File: src/rtl/sha_digest_collector_if.sv
// Digest collector bundle: AXI-Stream digest input plus host valid/ready output.
// master = stream source / host side, slave = collector side.
interface sha_digest_collector_if #(
    parameter int DATA_WIDTH = 16,
    parameter int MAX_WORDS  = 32
);
    logic                              TVALID;
    logic                              TREADY;
    logic [DATA_WIDTH-1:0]             TDATA;
    logic                              TLAST;
    logic [3:0]                        TUSER;
    logic                              dig_valid;
    logic                              dig_ready;
    logic [MAX_WORDS*DATA_WIDTH-1:0]   digest;
    logic [5:0]                        dig_words;
    logic [1:0]                        dig_mode;
    logic                              dig_err;

    modport master (
        output TVALID, TDATA, TLAST, TUSER, dig_ready,
        input  TREADY, dig_valid, digest, dig_words, dig_mode, dig_err
    );

    modport slave (
        input  TVALID, TDATA, TLAST, TUSER, dig_ready,
        output TREADY, dig_valid, digest, dig_words, dig_mode, dig_err
    );
endinterface

File: src/rtl/sha_digest_collector.sv
// Assembles one SHA-3 digest from a 16-bit stream and hands it to the host.
// Optional length checking: define SHA_DIGEST_LEN_CHECK_EN.
module sha_digest_collector #(
    parameter int DATA_WIDTH = 16,
    parameter int MAX_WORDS  = 32
) (
    input  logic                   ACLK,
    input  logic                   ARESET,
    sha_digest_collector_if.slave  bus
);
    localparam int IW = $clog2(MAX_WORDS);

    typedef enum logic [1:0] {S_IDLE, S_COLLECT, S_DONE} state_t;

    state_t                                r_state;
    logic                                  r_tready;
    logic                                  r_valid;
    logic [MAX_WORDS-1:0][DATA_WIDTH-1:0]  r_words;
    logic [5:0]                            r_count;
    logic [1:0]                            r_mode;

    logic          w_accept;
    logic          w_hs;
    logic          w_full;
    logic [5:0]    w_cnt_nx;
    logic          w_go_done;
    logic [IW-1:0] w_idx;

    assign w_accept = bus.TVALID & r_tready;
    assign w_hs     = r_valid & bus.dig_ready;
    assign w_full   = (r_count == 6'(MAX_WORDS));
    assign w_idx    = r_count[IW-1:0];

    always_comb begin
        w_cnt_nx  = w_full ? r_count : r_count + 6'd1;
        w_go_done = 1'b0;
        if (w_accept) begin
            if (bus.TLAST)
                w_go_done = 1'b1;
`ifdef SHA_DIGEST_LEN_CHECK_EN
            // a full register without TLAST ends the capture early
            else if (r_state == S_COLLECT && w_cnt_nx == 6'(MAX_WORDS))
                w_go_done = 1'b1;
`endif
        end
    end

    always_ff @(posedge ACLK or posedge ARESET) begin
        if (ARESET) begin
            r_state  <= S_IDLE;
            r_tready <= 1'b1;
            r_valid  <= 1'b0;
            r_words  <= '0;
            r_count  <= 6'd0;
            r_mode   <= 2'd0;
        end else begin
            unique case (r_state)
                S_IDLE: begin
                    if (w_accept) begin
                        r_words    <= '0;
                        r_words[0] <= bus.TDATA;
                        r_count    <= 6'd1;
                        r_mode     <= bus.TUSER[1:0];
                        r_state    <= w_go_done ? S_DONE : S_COLLECT;
                        r_tready   <= ~w_go_done;
                        r_valid    <= w_go_done;
                    end
                end
                S_COLLECT: begin
                    if (w_accept) begin
                        if (!w_full)
                            r_words[w_idx] <= bus.TDATA;
                        r_count <= w_cnt_nx;
                        if (w_go_done) begin
                            r_state  <= S_DONE;
                            r_tready <= 1'b0;
                            r_valid  <= 1'b1;
                        end
                    end
                end
                S_DONE: begin
                    if (w_hs) begin
                        r_state  <= S_IDLE;
                        r_count  <= 6'd0;
                        r_tready <= 1'b1;
                        r_valid  <= 1'b0;
                    end
                end
                default: r_state <= S_IDLE;
            endcase
        end
    end

`ifdef SHA_DIGEST_LEN_CHECK_EN
    function automatic logic [5:0] f_exp_len(input logic [1:0] m);
        case (m)
            2'd0:    f_exp_len = 6'd14;
            2'd1:    f_exp_len = 6'd16;
            2'd2:    f_exp_len = 6'd24;
            default: f_exp_len = 6'd32;
        endcase
    endfunction

    logic r_err;
    logic w_err_nx;

    always_comb begin
        if (r_state == S_IDLE)
            w_err_nx = (f_exp_len(bus.TUSER[1:0]) != 6'd1);
        else
            w_err_nx = ~bus.TLAST | (w_cnt_nx != f_exp_len(r_mode));
    end

    always_ff @(posedge ACLK or posedge ARESET) begin
        if (ARESET)
            r_err <= 1'b0;
        else if (w_go_done)
            r_err <= w_err_nx;
        else if (w_hs)
            r_err <= 1'b0;
    end

    assign bus.dig_err = r_err;
`else
    assign bus.dig_err = 1'b0;
`endif

    assign bus.TREADY    = r_tready;
    assign bus.dig_valid = r_valid;
    assign bus.digest    = r_words;
    assign bus.dig_words = r_count;
    assign bus.dig_mode  = r_mode;
endmodule
File: src/flat_wrapper.sv
// flat-port wrapper written by rule: the top's interface ports become plain ports
module sha_digest_collector_flat 
#(
    parameter int DATA_WIDTH = 16,
    parameter int MAX_WORDS  = 32
)
  (ACLK, ARESET, bus_TVALID, bus_TDATA, bus_TLAST, bus_TUSER, bus_dig_ready, bus_TREADY, bus_dig_valid, bus_digest, bus_dig_words, bus_dig_mode, bus_dig_err);
  sha_digest_collector_if #(.DATA_WIDTH(DATA_WIDTH), .MAX_WORDS(MAX_WORDS)) bus_i ();
  input  logic ACLK;
  input  logic ARESET;
  input wire logic [$bits(bus_i.TVALID)-1:0] bus_TVALID;
  input wire logic [$bits(bus_i.TDATA)-1:0] bus_TDATA;
  input wire logic [$bits(bus_i.TLAST)-1:0] bus_TLAST;
  input wire logic [$bits(bus_i.TUSER)-1:0] bus_TUSER;
  input wire logic [$bits(bus_i.dig_ready)-1:0] bus_dig_ready;
  output wire logic [$bits(bus_i.TREADY)-1:0] bus_TREADY;
  output wire logic [$bits(bus_i.dig_valid)-1:0] bus_dig_valid;
  output wire logic [$bits(bus_i.digest)-1:0] bus_digest;
  output wire logic [$bits(bus_i.dig_words)-1:0] bus_dig_words;
  output wire logic [$bits(bus_i.dig_mode)-1:0] bus_dig_mode;
  output wire logic [$bits(bus_i.dig_err)-1:0] bus_dig_err;
  assign bus_i.TVALID = bus_TVALID;
  assign bus_i.TDATA = bus_TDATA;
  assign bus_i.TLAST = bus_TLAST;
  assign bus_i.TUSER = bus_TUSER;
  assign bus_i.dig_ready = bus_dig_ready;
  assign bus_TREADY = bus_i.TREADY;
  assign bus_dig_valid = bus_i.dig_valid;
  assign bus_digest = bus_i.digest;
  assign bus_dig_words = bus_i.dig_words;
  assign bus_dig_mode = bus_i.dig_mode;
  assign bus_dig_err = bus_i.dig_err;
  sha_digest_collector #(.DATA_WIDTH(DATA_WIDTH), .MAX_WORDS(MAX_WORDS)) u_core (.ACLK(ACLK), .ARESET(ARESET), .bus(bus_i));
endmodule
File: config.mk
export PLATFORM = sky130hd
export DESIGN_NAME = sha_digest_collector_flat
export DESIGN_NICKNAME = d
export VERILOG_FILES = /design/src/rtl/sha_digest_collector_if.sv /design/src/rtl/sha_digest_collector.sv /design/src/flat_wrapper.sv
export SDC_FILE = /design/constraint.sdc
export NUM_CORES = 1
export LEC_CHECK = 0
export ABC_AREA = 1
export BUFFER_PORTS_ARGS = -buffer_cell sky130_fd_sc_hd__buf_4
export CAP_MARGIN = 20
export CORE_MARGIN = 3
export CORE_UTILIZATION = 40
export CTS_BUF_LIST = sky130_fd_sc_hd__clkbuf_8
export DETAILED_ROUTE_END_ITERATION = 10
export PLACE_DENSITY_LB_ADDON = 0.08
export SETUP_SLACK_MARGIN = 0.1
export SYNTH_ARGS = -nofsm -noshare
export SYNTH_HDL_FRONTEND = slang
export SYNTH_SLANG_ARGS = --single-unit
File: constraint.sdc
create_clock -name ACLK -period 20.1 [get_ports ACLK]
set_input_delay 1.005 -clock ACLK [delete_from_list [all_inputs] [get_ports ACLK]]
set_output_delay 1.005 -clock ACLK [all_outputs]
set_load 0.05 [all_outputs]
==> results.yml <==
worst_setup_path:
  r2r_slack_ps: 16370
  cp-end-kind: "flip-flop"
  startpoint_type: "flip-flop"
  critPathMaxFanout: 56
  critical_path_class: "reg2reg"
  crit_arrival_ps: 4260
  worstRegToRegCells: 10
  critical_path_required_ps: 20630
  reg2reg_to: "u_core.bus.digest[361]"
  worstReg2RegStart: "u_core.r_state[1]"
route:
  first_pass_iters: 5
  vias: 18000
  postRouteAntennaNets: 0
  wl_um: 77900
  drt_first_iter_violations: 1386
  via_per_inst: 4.82
  wl_per_cell_um: 20.9
  drc: 0
floorplanning:
  rows: 83
  coreArea_um2: 51700
  io_pins: 548
  die_h_um: 235
  design.die.area_um2: 55400
  start_util: 0.407
  die_width_um: 235
clock_tree:
  cts.sinks: 524
  max-clock-path-buffers: 3
  numCtsBuffers: 90
  cts_resized: 0
  clk_latency_ps: 690
  ctsHoldBuffers: 0
  cts_tree: "done"
  cts_setup_buffers: 0
  cts_max_level: 3
  cts_root_buffer: "clkbuf_8"
  clk_pin_slew_ps: 60
global_route:
  grt_pass1_vias: 17300
  grt_max_degree: 122
  antenna_found_initial: 0
  grt_pass1_wl_um: 116000
  track_usage: 0.276
  overflow: 0
timing:
  clock-skew-final_ps: 44.4
  post-route-period-util: 0.186
  finalSetupViolCount: 0
  finalWorstSetupSlack_ps: 16370
  tightestPinTransition_ps: 894
  rsz0062_at_grt: "no"
  fin_crit_ps: 3730
  hold_viol: 0
  tns_ps: 0
  relSlewSlack: 0.404
  timing.fmax_ghz: 0.268
  holdWs_ps: 469
  slew_violations: 0
place:
  dp_slack_ps: 15680
  dp_hpwl_um: 52900
  gp_congestion: 0.813
  dp_cells: 3572
  placed_area_um2: 25500
  portBuffers: 544
layout:
  fin_util: 0.529
  drive_gt1_frac: 0.245
  layout.nets: 3020
  layout_common_cells: "nand2_1 (1,628), buf_4 (566), dfrtp_1 (523)"
  syn_to_final_growth_pct: 29.9
  regArea_um2: 13100
  fillers: 4863
  final_common_cell: "nand2_1"
  n_antenna_cell: 0
  design_area_um2: 27300
  multiInputGateArea_um2: 7110
  final_cells: 3732
yosys:
  synth_fp_nets: 2490
  yosys_warnings: 0
  synth_top_area_cell: "dfrtp_1"
  synth.ff_latch_count: 524
  yosysSeqAreaShare: 0.623
  synthCells: 2457
  ys_top_cells_by_area: "dfrtp_1 (62%), nand2_1 (29%), nand2_4 (1.7%)"
  ys_types: 25
  syn_area_per_cell_um2: 8.57
  netlist_area_um2: 21100
  synth.top_cell.area_share: 0.622
power:
  power_leakage_nw: 16.4
  power_mw: 2.02
  power.density_nw_per_um2: 74.0
  max-vdd-ir-drop_v: 0.0000501
run_status:
  status: "finished, final reports clean"
flow_run:
  maxCapViolCount: 0
min_path:
  min_to: "u_core.bus.digest[210]"
  hold_depth: 2
  min_path_type: "reg2reg"
  worstHoldStart: "u_core.bus.digest[210]"
## flip-flops by register name, indices dropped and copies added, names as in the netlist
register,cells
u_core.bus.TREADY,1
u_core.bus.dig_valid,1
u_core.bus.digest,512
u_core.bus.dig_mode,2
u_core.bus.dig_words,6
u_core.r_state,2
## worst max path at each step
stage | startpoint | end | slack, ps | cells past startpoint
after floorplan | ARESET | u_core.bus.dig_mode[0] | 4460 | 1
after global placement | ARESET | u_core.bus.digest[450] | 15700 | 5
after detailed placement | ARESET | u_core.bus.digest[450] | 15680 | 5
after CTS | u_core.r_state[1] | u_core.bus.digest[381] | 16310 | 10
after global routing | u_core.r_state[1] | u_core.bus.digest[374] | 16080 | 10
final | u_core.r_state[1] | u_core.bus.digest[361] | 16370 | 10
## cell type report
class                           instances  share of cell area
Timing Repair Buffer                  569               0.158
Clock buffer                          108              0.0544
Multi-Input combinational cell       1749               0.260
Sequential cell                       524               0.480
Tap cell                              680              0.0311
Inverter                               53             0.00764
Clock inverter                         49             0.00924
## critical path: stages (launching register included)
cell and delay [ps]:
dfrtp_1 410, inv_1 100, ha_2 170, buf_4 520
nor2_1 130, nor2_2 150, nand2_4 310, inv_4 770
nand2_1 710, nand2_1 190, nand2_1 70
## cell usage after synthesis, drive strengths merged
cell type,number
buf,98
conb,1
mux2,2
dfstp,1
dfrtp,523
nor3,1
a21oi,2
nand2,1659
inv,52
nand3,26
clkinv,1
nor2,30
o21ai,8
nand4,11
clkbuf,33
o21bai,1
ha,8
## power breakdown
part	total, mW	switching (mW)	internal [mW]	leakage, nW
clock network	0.940	0.441	0.498	1.02
logic	0.0272	0.0226	0.00464	8.02
registers	1.06	0	1.06	7.31
total	2.02	0.464	1.56	16.4
## routing by layer
layer,global-route usage,wire length (µm)
met1,0.366,32500
met2,0.441,36700
met3,0.0788,6320
met4,0.0837,2350
met5,0,0
## kinds of logic after synthesis
kind of cell	synth area share
simple gates	0.324
flops	0.623
buf+inv	0.0440
compound gates	0.00273
fa+ha+maj	0.00476
mux	0.00107
other cells	0.000178
Power figures use the tool's default switching activity.
